--- config.mk ---
export PLATFORM = sky130hd
export DESIGN_NAME = jtag_probe_master
export DESIGN_NICKNAME = d
export VERILOG_FILES = /design/src/rtl/jtag_probe_master.sv
export SDC_FILE = /design/constraint.sdc
export NUM_CORES = 1
export LEC_CHECK = 0
export CORE_ASPECT_RATIO = 0.7
export CORE_MARGIN = 2
export CORE_UTILIZATION = 31
export DETAILED_ROUTE_END_ITERATION = 8
export PLACE_DENSITY_LB_ADDON = 0.05
export SLEW_MARGIN = 0
export SYNTH_ARGS = -nofsm -noshare
export SYNTH_HDL_FRONTEND = slang
export SYNTH_SLANG_ARGS = --single-unit
--- constraint.sdc ---
create_clock -name clk -period 6.55 [get_ports clk]
set_input_delay 1.31 -clock clk [delete_from_list [all_inputs] [get_ports clk]]
set_output_delay 1.31 -clock clk [all_outputs]
set_load 0.02 [all_outputs]
--- src/rtl/jtag_probe_master.sv ---
`default_nettype none
// +--------------------------------------------------------------------------+
// | jtag_probe_master: host-side JTAG initiator, DR/IR scans, TAP reset,     |
// | idle clocks over a valid/ready command port.         Revision: 1.0       |
// +--------------------------------------------------------------------------+
module jtag_probe_master #(
    parameter int W   = 32,
    parameter int DIV = 2
) (
    input  logic                      clk,
    input  logic                      rst,
    input  logic                      cmd_valid,
    output logic                      cmd_ready,
    input  logic [1:0]                cmd_op,
    input  logic [$clog2(W):0]        cmd_len,
    input  logic [W-1:0]              cmd_tdi,
    output logic                      rsp_valid,
    output logic [W-1:0]              rsp_tdo,
    output logic                      tck,
    output logic                      tms,
    output logic                      tdi,
    input  logic                      tdo
);
    localparam int LEN_W = $clog2(W) + 1;
    localparam int IDX_W = $clog2(W);
    localparam int DCW   = $clog2(DIV);

    localparam logic [2:0] S_IDLE  = 3'd0;
    localparam logic [2:0] S_PRE   = 3'd1;
    localparam logic [2:0] S_SHIFT = 3'd2;
    localparam logic [2:0] S_POST  = 3'd3;
    localparam logic [2:0] S_DONE  = 3'd4;

    logic [2:0]       state;
    logic             ctl_op;     // op 2/3: prefix sequence only, no shift
    logic [LEN_W-1:0] len_q;
    logic [W-1:0]     tdi_q;
    logic [LEN_W-1:0] cnt;
    logic [5:0]       pre_sr;
    logic [DCW-1:0]   dcnt;

    logic             xfer;
    logic             degen;
    logic             half_end;
    logic             tck_end;
    logic [IDX_W-1:0] idx;
    logic [IDX_W-1:0] idx_nxt;

    assign cmd_ready = (state == S_IDLE);
    assign rsp_valid = (state == S_DONE);
    assign xfer      = cmd_valid & cmd_ready;
    assign half_end  = (dcnt == DCW'(DIV - 1));
    assign tck_end   = tck & half_end;
    assign idx       = cnt[IDX_W-1:0];
    assign idx_nxt   = idx + IDX_W'(1);

    // Commands that would clock nothing complete immediately.
    assign degen = cmd_op[1] ? ((cmd_op[0] == 1'b1) && (cmd_len == '0))
                             : ((cmd_len == '0) || (cmd_len > LEN_W'(W)));

    always_ff @(posedge clk or posedge rst) begin
        if (rst) begin
            state   <= S_IDLE;
            ctl_op  <= 1'b0;
            len_q   <= '0;
            tdi_q   <= '0;
            cnt     <= '0;
            pre_sr  <= '0;
            dcnt    <= '0;
            tck     <= 1'b0;
            tms     <= 1'b1;
            tdi     <= 1'b0;
            rsp_tdo <= '0;
        end else begin
            case (state)
                S_IDLE: begin
                    if (xfer) begin
                        ctl_op  <= cmd_op[1];
                        len_q   <= cmd_len;
                        tdi_q   <= cmd_tdi;
                        rsp_tdo <= '0;
                        dcnt    <= '0;
                        tck     <= 1'b0;
                        tdi     <= 1'b0;
                        if (degen) begin
                            state <= S_DONE;
                        end else begin
                            state <= S_PRE;
                            // pre_sr holds the prefix TMS bits, LSB first
                            case (cmd_op)
                                2'd0: begin cnt <= LEN_W'(3); pre_sr <= 6'b000001; tms <= 1'b1; end
                                2'd1: begin cnt <= LEN_W'(4); pre_sr <= 6'b000011; tms <= 1'b1; end
                                2'd2: begin cnt <= LEN_W'(6); pre_sr <= 6'b011111; tms <= 1'b1; end
                                default: begin cnt <= cmd_len; pre_sr <= 6'b000000; tms <= 1'b0; end
                            endcase
                        end
                    end
                end
                S_PRE, S_SHIFT, S_POST: begin
                    if (half_end) begin
                        dcnt <= '0;
                        tck  <= ~tck;
                    end else begin
                        dcnt <= dcnt + DCW'(1);
                    end
                    if (tck_end) begin
                        case (state)
                            S_PRE: begin
                                if (cnt == LEN_W'(1)) begin
                                    if (ctl_op) begin
                                        state <= S_DONE;
                                    end else begin
                                        state <= S_SHIFT;
                                        cnt   <= '0;
                                        tms   <= (len_q == LEN_W'(1));
                                        tdi   <= tdi_q[0];
                                    end
                                end else begin
                                    cnt    <= cnt - LEN_W'(1);
                                    pre_sr <= pre_sr >> 1;
                                    tms    <= pre_sr[1];
                                end
                            end
                            S_SHIFT: begin
                                rsp_tdo[idx] <= tdo;
                                if (cnt == len_q - LEN_W'(1)) begin
                                    state <= S_POST;
                                    cnt   <= '0;
                                    tms   <= 1'b1;
                                    tdi   <= 1'b0;
                                end else begin
                                    cnt <= cnt + LEN_W'(1);
                                    tms <= (cnt + LEN_W'(2) == len_q);
                                    tdi <= tdi_q[idx_nxt];
                                end
                            end
                            default: begin
                                if (cnt == '0) begin
                                    cnt <= LEN_W'(1);
                                    tms <= 1'b0;
                                end else begin
                                    state <= S_DONE;
                                end
                            end
                        endcase
                    end
                end
                S_DONE:  state <= S_IDLE;
                default: state <= S_IDLE;
            endcase
        end
    end
endmodule
`default_nettype wire

# Word-level counts from Yosys, hierarchy flattened
# Index checks and enable logic that the tools add are counted.
dict set report word_totals {
  inputBits 44
  word_cells 123
  register_bits 90
}
dict set report op_classes {
  eq_ne 24
  n_lt_le_gt_ge 4
  n_addsub 6
  reduce_logical 18
  n_bitwise 3
  n_mux 57
}
# cell count
set ops {}
lappend ops {{$mux 32} 3}
lappend ops {{$mux 6} 12}
lappend ops {{$pmux 32 s2} 1}
lappend ops {{$pmux 6 s2} 3}
lappend ops {{$bwmux 32} 1}
lappend ops {{$mux 3} 7}
lappend ops {{$mux 1} 18}
lappend ops {{$pmux 6 s3} 1}
lappend ops {{$reduce_and 6->1} 3}
lappend ops {{$pmux 5 s3} 1}
lappend ops {{$eq 6x1->1 const B} 2}
lappend ops {{$eq 6x6->1} 2}
lappend ops {{$logic_not 6->1} 2}
lappend ops {{$lt 5x6->1 const B} 2}
lappend ops {{$ne 2x2->1 const B} 6}
lappend ops {{$ne 3x3->1 const B} 4}
lappend ops {{$ne 4x4->1 const B} 3}
lappend ops {{$pmux 1 s2} 6}
lappend ops {{$pmux 3 s2} 2}
lappend ops {{$sub 6x1->6 const B} 2}
lappend ops {{$add 6x1->6 const B} 1}
lappend ops {{$add 6x2->6 const B} 1}
lappend ops {{$eq 3x2->1 const B} 2}
lappend ops {{$gt 6x6->1 const B} 1}
lappend ops {{22 further kinds} 26}

# Depth between registers and ports, before layout
dict set report logic_depth {
  word_depth 8
  depth_mapped 12
  depth_no_buf 8
}

# Worst setup path after synthesis
# Ideal clock, no wire load.
dict set report synth_timing {
  path_kind {input -> register}
  start {input cmd_len[1]}
  end {register pre_sr[1]}
  stages 6
  setup_slack_ps 3604
  t_required_ps 6425
  arrival_ps 2821
  path_buffers 0
  cell_sequence {or4_4 -> nor2_2 -> mux2i_1 -> o21a_1 -> o21ai_2 -> mux2_2}
}
dict set report synth_via {
  elab_chain_len 5
}
# element line
set synth_rtl {}
lappend synth_rtl {{start: declaration} 15} ;# input logic [$clog2(W):0] cmd_len,
lappend synth_rtl {{$gt 6x6->1 / $logic_not 6->1 (equally long branches)} {59, 58}}
lappend synth_rtl {{$logic_or 1x1->1 / $logic_and 1x1->1 (equally long branches)} {59, 58}}
lappend synth_rtl {{$mux 1 *} 58} ;# assign degen = cmd_op[1] ? ((cmd_op[0] == 1'b1) && (cmd_len == '0))
lappend synth_rtl {{$ne 2x2->1 (no line) *} --}
lappend synth_rtl {{$reduce_and 6->1 (no line) *} --}
lappend synth_rtl {{end signal: assignment} 120} ;# pre_sr <= pre_sr >> 1;
lappend synth_rtl {{end: declaration} 39} ;# logic [5:0] pre_sr;
# Mark *: on every way between the ends. The rest lies on a longest branch, timed or not.
# A chain may end at the register's enable or synchronous reset.

# Worst setup path in the final report
dict set report layout_timing {
  start {input cmd_len[2]}
  end {register cnt[0]}
}
dict set report layout_via {
  elab_chain_len 5
}
# element line
set layout_rtl {}
lappend layout_rtl {{$gt 6x6->1 / $logic_not 6->1 (equally long branches)} {59, 58}}
lappend layout_rtl {{$logic_or 1x1->1 / $logic_and 1x1->1 (equally long branches)} {59, 58}}
lappend layout_rtl {{$mux 1 *} 58}
lappend layout_rtl {{$ne 2x2->1 (no line) *} --}
lappend layout_rtl {{$reduce_and 6->1 (no line) *} --}
lappend layout_rtl {{end signal: assignment} 119} ;# cnt <= cnt - LEN_W'(1);
lappend layout_rtl {{end signal: assignment} 132} ;# cnt <= cnt + LEN_W'(1);
lappend layout_rtl {{end: declaration} 38} ;# logic [LEN_W-1:0] cnt;
# Marks and branches as above.

==> impl_metrics.yaml <==
layout:
  final_cell_area_mm2: 0.00613
  diodes: 0
  fin_nets: 596
  area_growth_pct: 25.7
  drive_above_1_share_pct: 15.5
sta:
  fmax_mhz: 292
  finalCritPeriodShare_pct: 52.3
  rsz0062_at_grt: "false"
  drv_slew: 0
  fin_skew_ps: 4.99
  setup_viol: 0
  setup_tns_ps: 0
  finalCriticalPeriod_ps: 3420
  slew_headroom_pct: 36.2
  worst_pin_slew_ps: 957
  finalHoldViolCount: 0
clock_network:
  cts-hold-fix-buffers: 0
  postCtsResizedCells: 0
  post-cts-setup-buffer-count: 0
  root_buffer: "clkbuf_16"
  clock_sinks: 88
  h-tree-depth: 3
  clock_latency_ps: 340
  cts_tree: "built"
  clk_pin_slew_worst_paths_ps: 60
  cts_buffers: 9
  cts_max_path_buffers: 2
placement:
  placed_area_mm2: 0.00578
  io_buffers: 80
  dp_hpwl_um: 9990
  finalWeightedCongestion: 0.792
global_route:
  grt_max_degree: 52
  antenna_found_initial: 0
  grt.total_usage_pct: 17.2
  grt_pass1_vias: 3768
  grt_pass1_wl_um: 22000
  grt-ovfl-total: 0
floorplanning:
  dieArea_mm2: 0.0168
  io_pins: 81
  start_util_pct: 31.6
  die-width_um: 154
  coreArea_mm2: 0.0155
  row_count: 38
  die_h_um: 109
power:
  irDropWorstVdd_v: 0.000121
  leakage_nw: 2.65
  cellPowerDensity_mw_per_mm2: 194
synth:
  synth_fp_nets: 537
  synth_warnings: 0
  async_flop_share_pct: 100
  syn_area_mm2: 0.00488
  synth_edf_count: 0
  synth_seq_cells: 88
  netlist_instances: 480
  synth_cell_types: 52
  ys_dominant_reg_cell: "dfrtp_1"
  yosysSeqAreaShare_pct: 45.2
  avgSynthCellArea_um2: 10.2
worst_setup_path:
  crit_type: "in2reg"
  worstPathRequired_ps: 6740
  cp-end-kind: "register"
  worstSetupStartpointType: "input port"
  critical_path_peak_fanout: 14
  arrival_ps: 3610
detailed_routing:
  via_per_inst: 5.22
  drtAntennaViolNets: 0
  dr.pass1.iters: 6
  post-route-drc-count: 0
  vias: 3882
  wl_per_cell_um: 18.5
  drtIter0Drc: 310
  finalWirelength_um: 13800
worst_hold_path:
  min_path_type: "reg2reg"
job:
  max-cap-violations: 0
outcome:
  outcome: "complete, no violations"
-- metrics by stage --
stage	power [mW]	instances	setup WS [ps]	util, %	hold slack, ps
finish	1.19	743	3130	39.7	501
global route	1.23	743	2980	39.7	518
CTS	1.20	743	3150	39.7	507
detailed placement	0.602	728	2800	37.4	492
global placement	0.602	728	2850	37.4	481
floorplan	0.567	480	2960	-	466
-- final cells by class --
cell class	instances	area [µm²]
repair buffers	83	823
clock inverters	5	104
clock buffers	10	239
inverters	15	57.6
fillers	1513	9330
multi-input cells	342	2450
well taps	200	250
flip-flops and latches	88	2200
-- state kept, by name, summed over array words and instances (netlist names) --
name and count:
tms 1, dcnt 1, tdi 1, tck 1, cnt 6, len_q 6, ctl_op 1, rsp_tdo 32
tdi_q 32, pre_sr 4, state 3
-- cells in the mapped netlist, types with 3 or more instances --
cell type	count	share of area, %
nor3_1	7	0.72
inv_1	14	1.1
clkbuf_1	16	1.2
nand3_1	9	0.92
nand2b_1	3	0.38
a21oi_1	35	3.6
o22ai_1	4	0.51
nor2b_1	4	0.51
buf_2	14	1.4
xor2_1	8	1.4
xnor2_1	10	1.8
mux4_2	10	4.6
ha_1	13	3.3
mux2i_1	9	1.8
o21ai_0	82	8.4
nor2_1	21	1.6
dfrtp_1	87	45
a31oi_1	7	0.90
mux2_2	39	9.0
nand2_1	37	2.8
and3_1	4	0.51
-- cell families after synthesis --
family	Yosys count	synth area share (%)
AO/OA/AOI/OAI	150	17.7
flip-flops	88	45.2
multiplexers	58	15.5
XOR/XNOR	18	3.23
buffers and inverters	50	4.67
AND/OR/NAND/NOR	103	10.4
adder cells (fa/ha/maj)	13	3.34
-- worst paths after layout --
path / startpoint / end / slack, ps / cells past startpoint
min in group asynchronous: rst / tdi_q[4]$_DFFE_PP0P_ / 1370 / 2
max reg2reg: cnt[0]$_DFFE_PP0P_ / tdi$_DFFE_PP0P_ / 3290 / 6
max: cmd_len[2] / cnt[0]$_DFFE_PP0P_ / 3130 / 7
max in group asynchronous: rst / rsp_tdo[4]$_DFFE_PP0P_ / 4080 / 3
min reg2reg: rsp_tdo[10]$_DFFE_PP0P_ / rsp_tdo[10]$_DFFE_PP0P_ / 500 / 2
min: rsp_tdo[10]$_DFFE_PP0P_ / rsp_tdo[10]$_DFFE_PP0P_ / 500 / 2
-- routing by layer --
| layer | track usage, % | part of all wire [%] | wire [µm] |
|---|---|---|---|
| met1 | 27.2 | 54 | 7450 |
| met4 | 3.67 | 0.89 | 123 |
| met5 | 0 | 0 | 0 |
| met2 | 23.6 | 41 | 5630 |
| met3 | 3.50 | 4.2 | 579 |
-- worst max-delay path, stage by stage --
cell             delay (ps)
clkdlybuf4s50_1         480
or4_4                   550
nor2_2                  110
mux2i_1                 520
o221ai_4                290
mux2i_1                 240
o41ai_2                 100
-- power breakdown --
group	internal, mW	leakage, nW	switching, mW	total, mW
combinational	0.0258	1.29	0.0217	0.0475
clock	0.382	0.169	0.215	0.597
sequential	0.543	1.19	0	0.543
-- placed cells by master, fill, tap and decap left out, types with 8 or more instances in the layout --
cell type	n
a21oi_1	35
clkbuf_16	9
clkdlybuf4s50_1	80
dfrtp_1	87
ha_1	13
inv_1	13
mux2_2	39
mux2i_1	9
mux4_2	10
nand2_1	37
nand3_1	9
nor2_1	21
o21ai_0	82
xnor2_1	10
xor2_1	8
(Power assumes the default switching activity.)
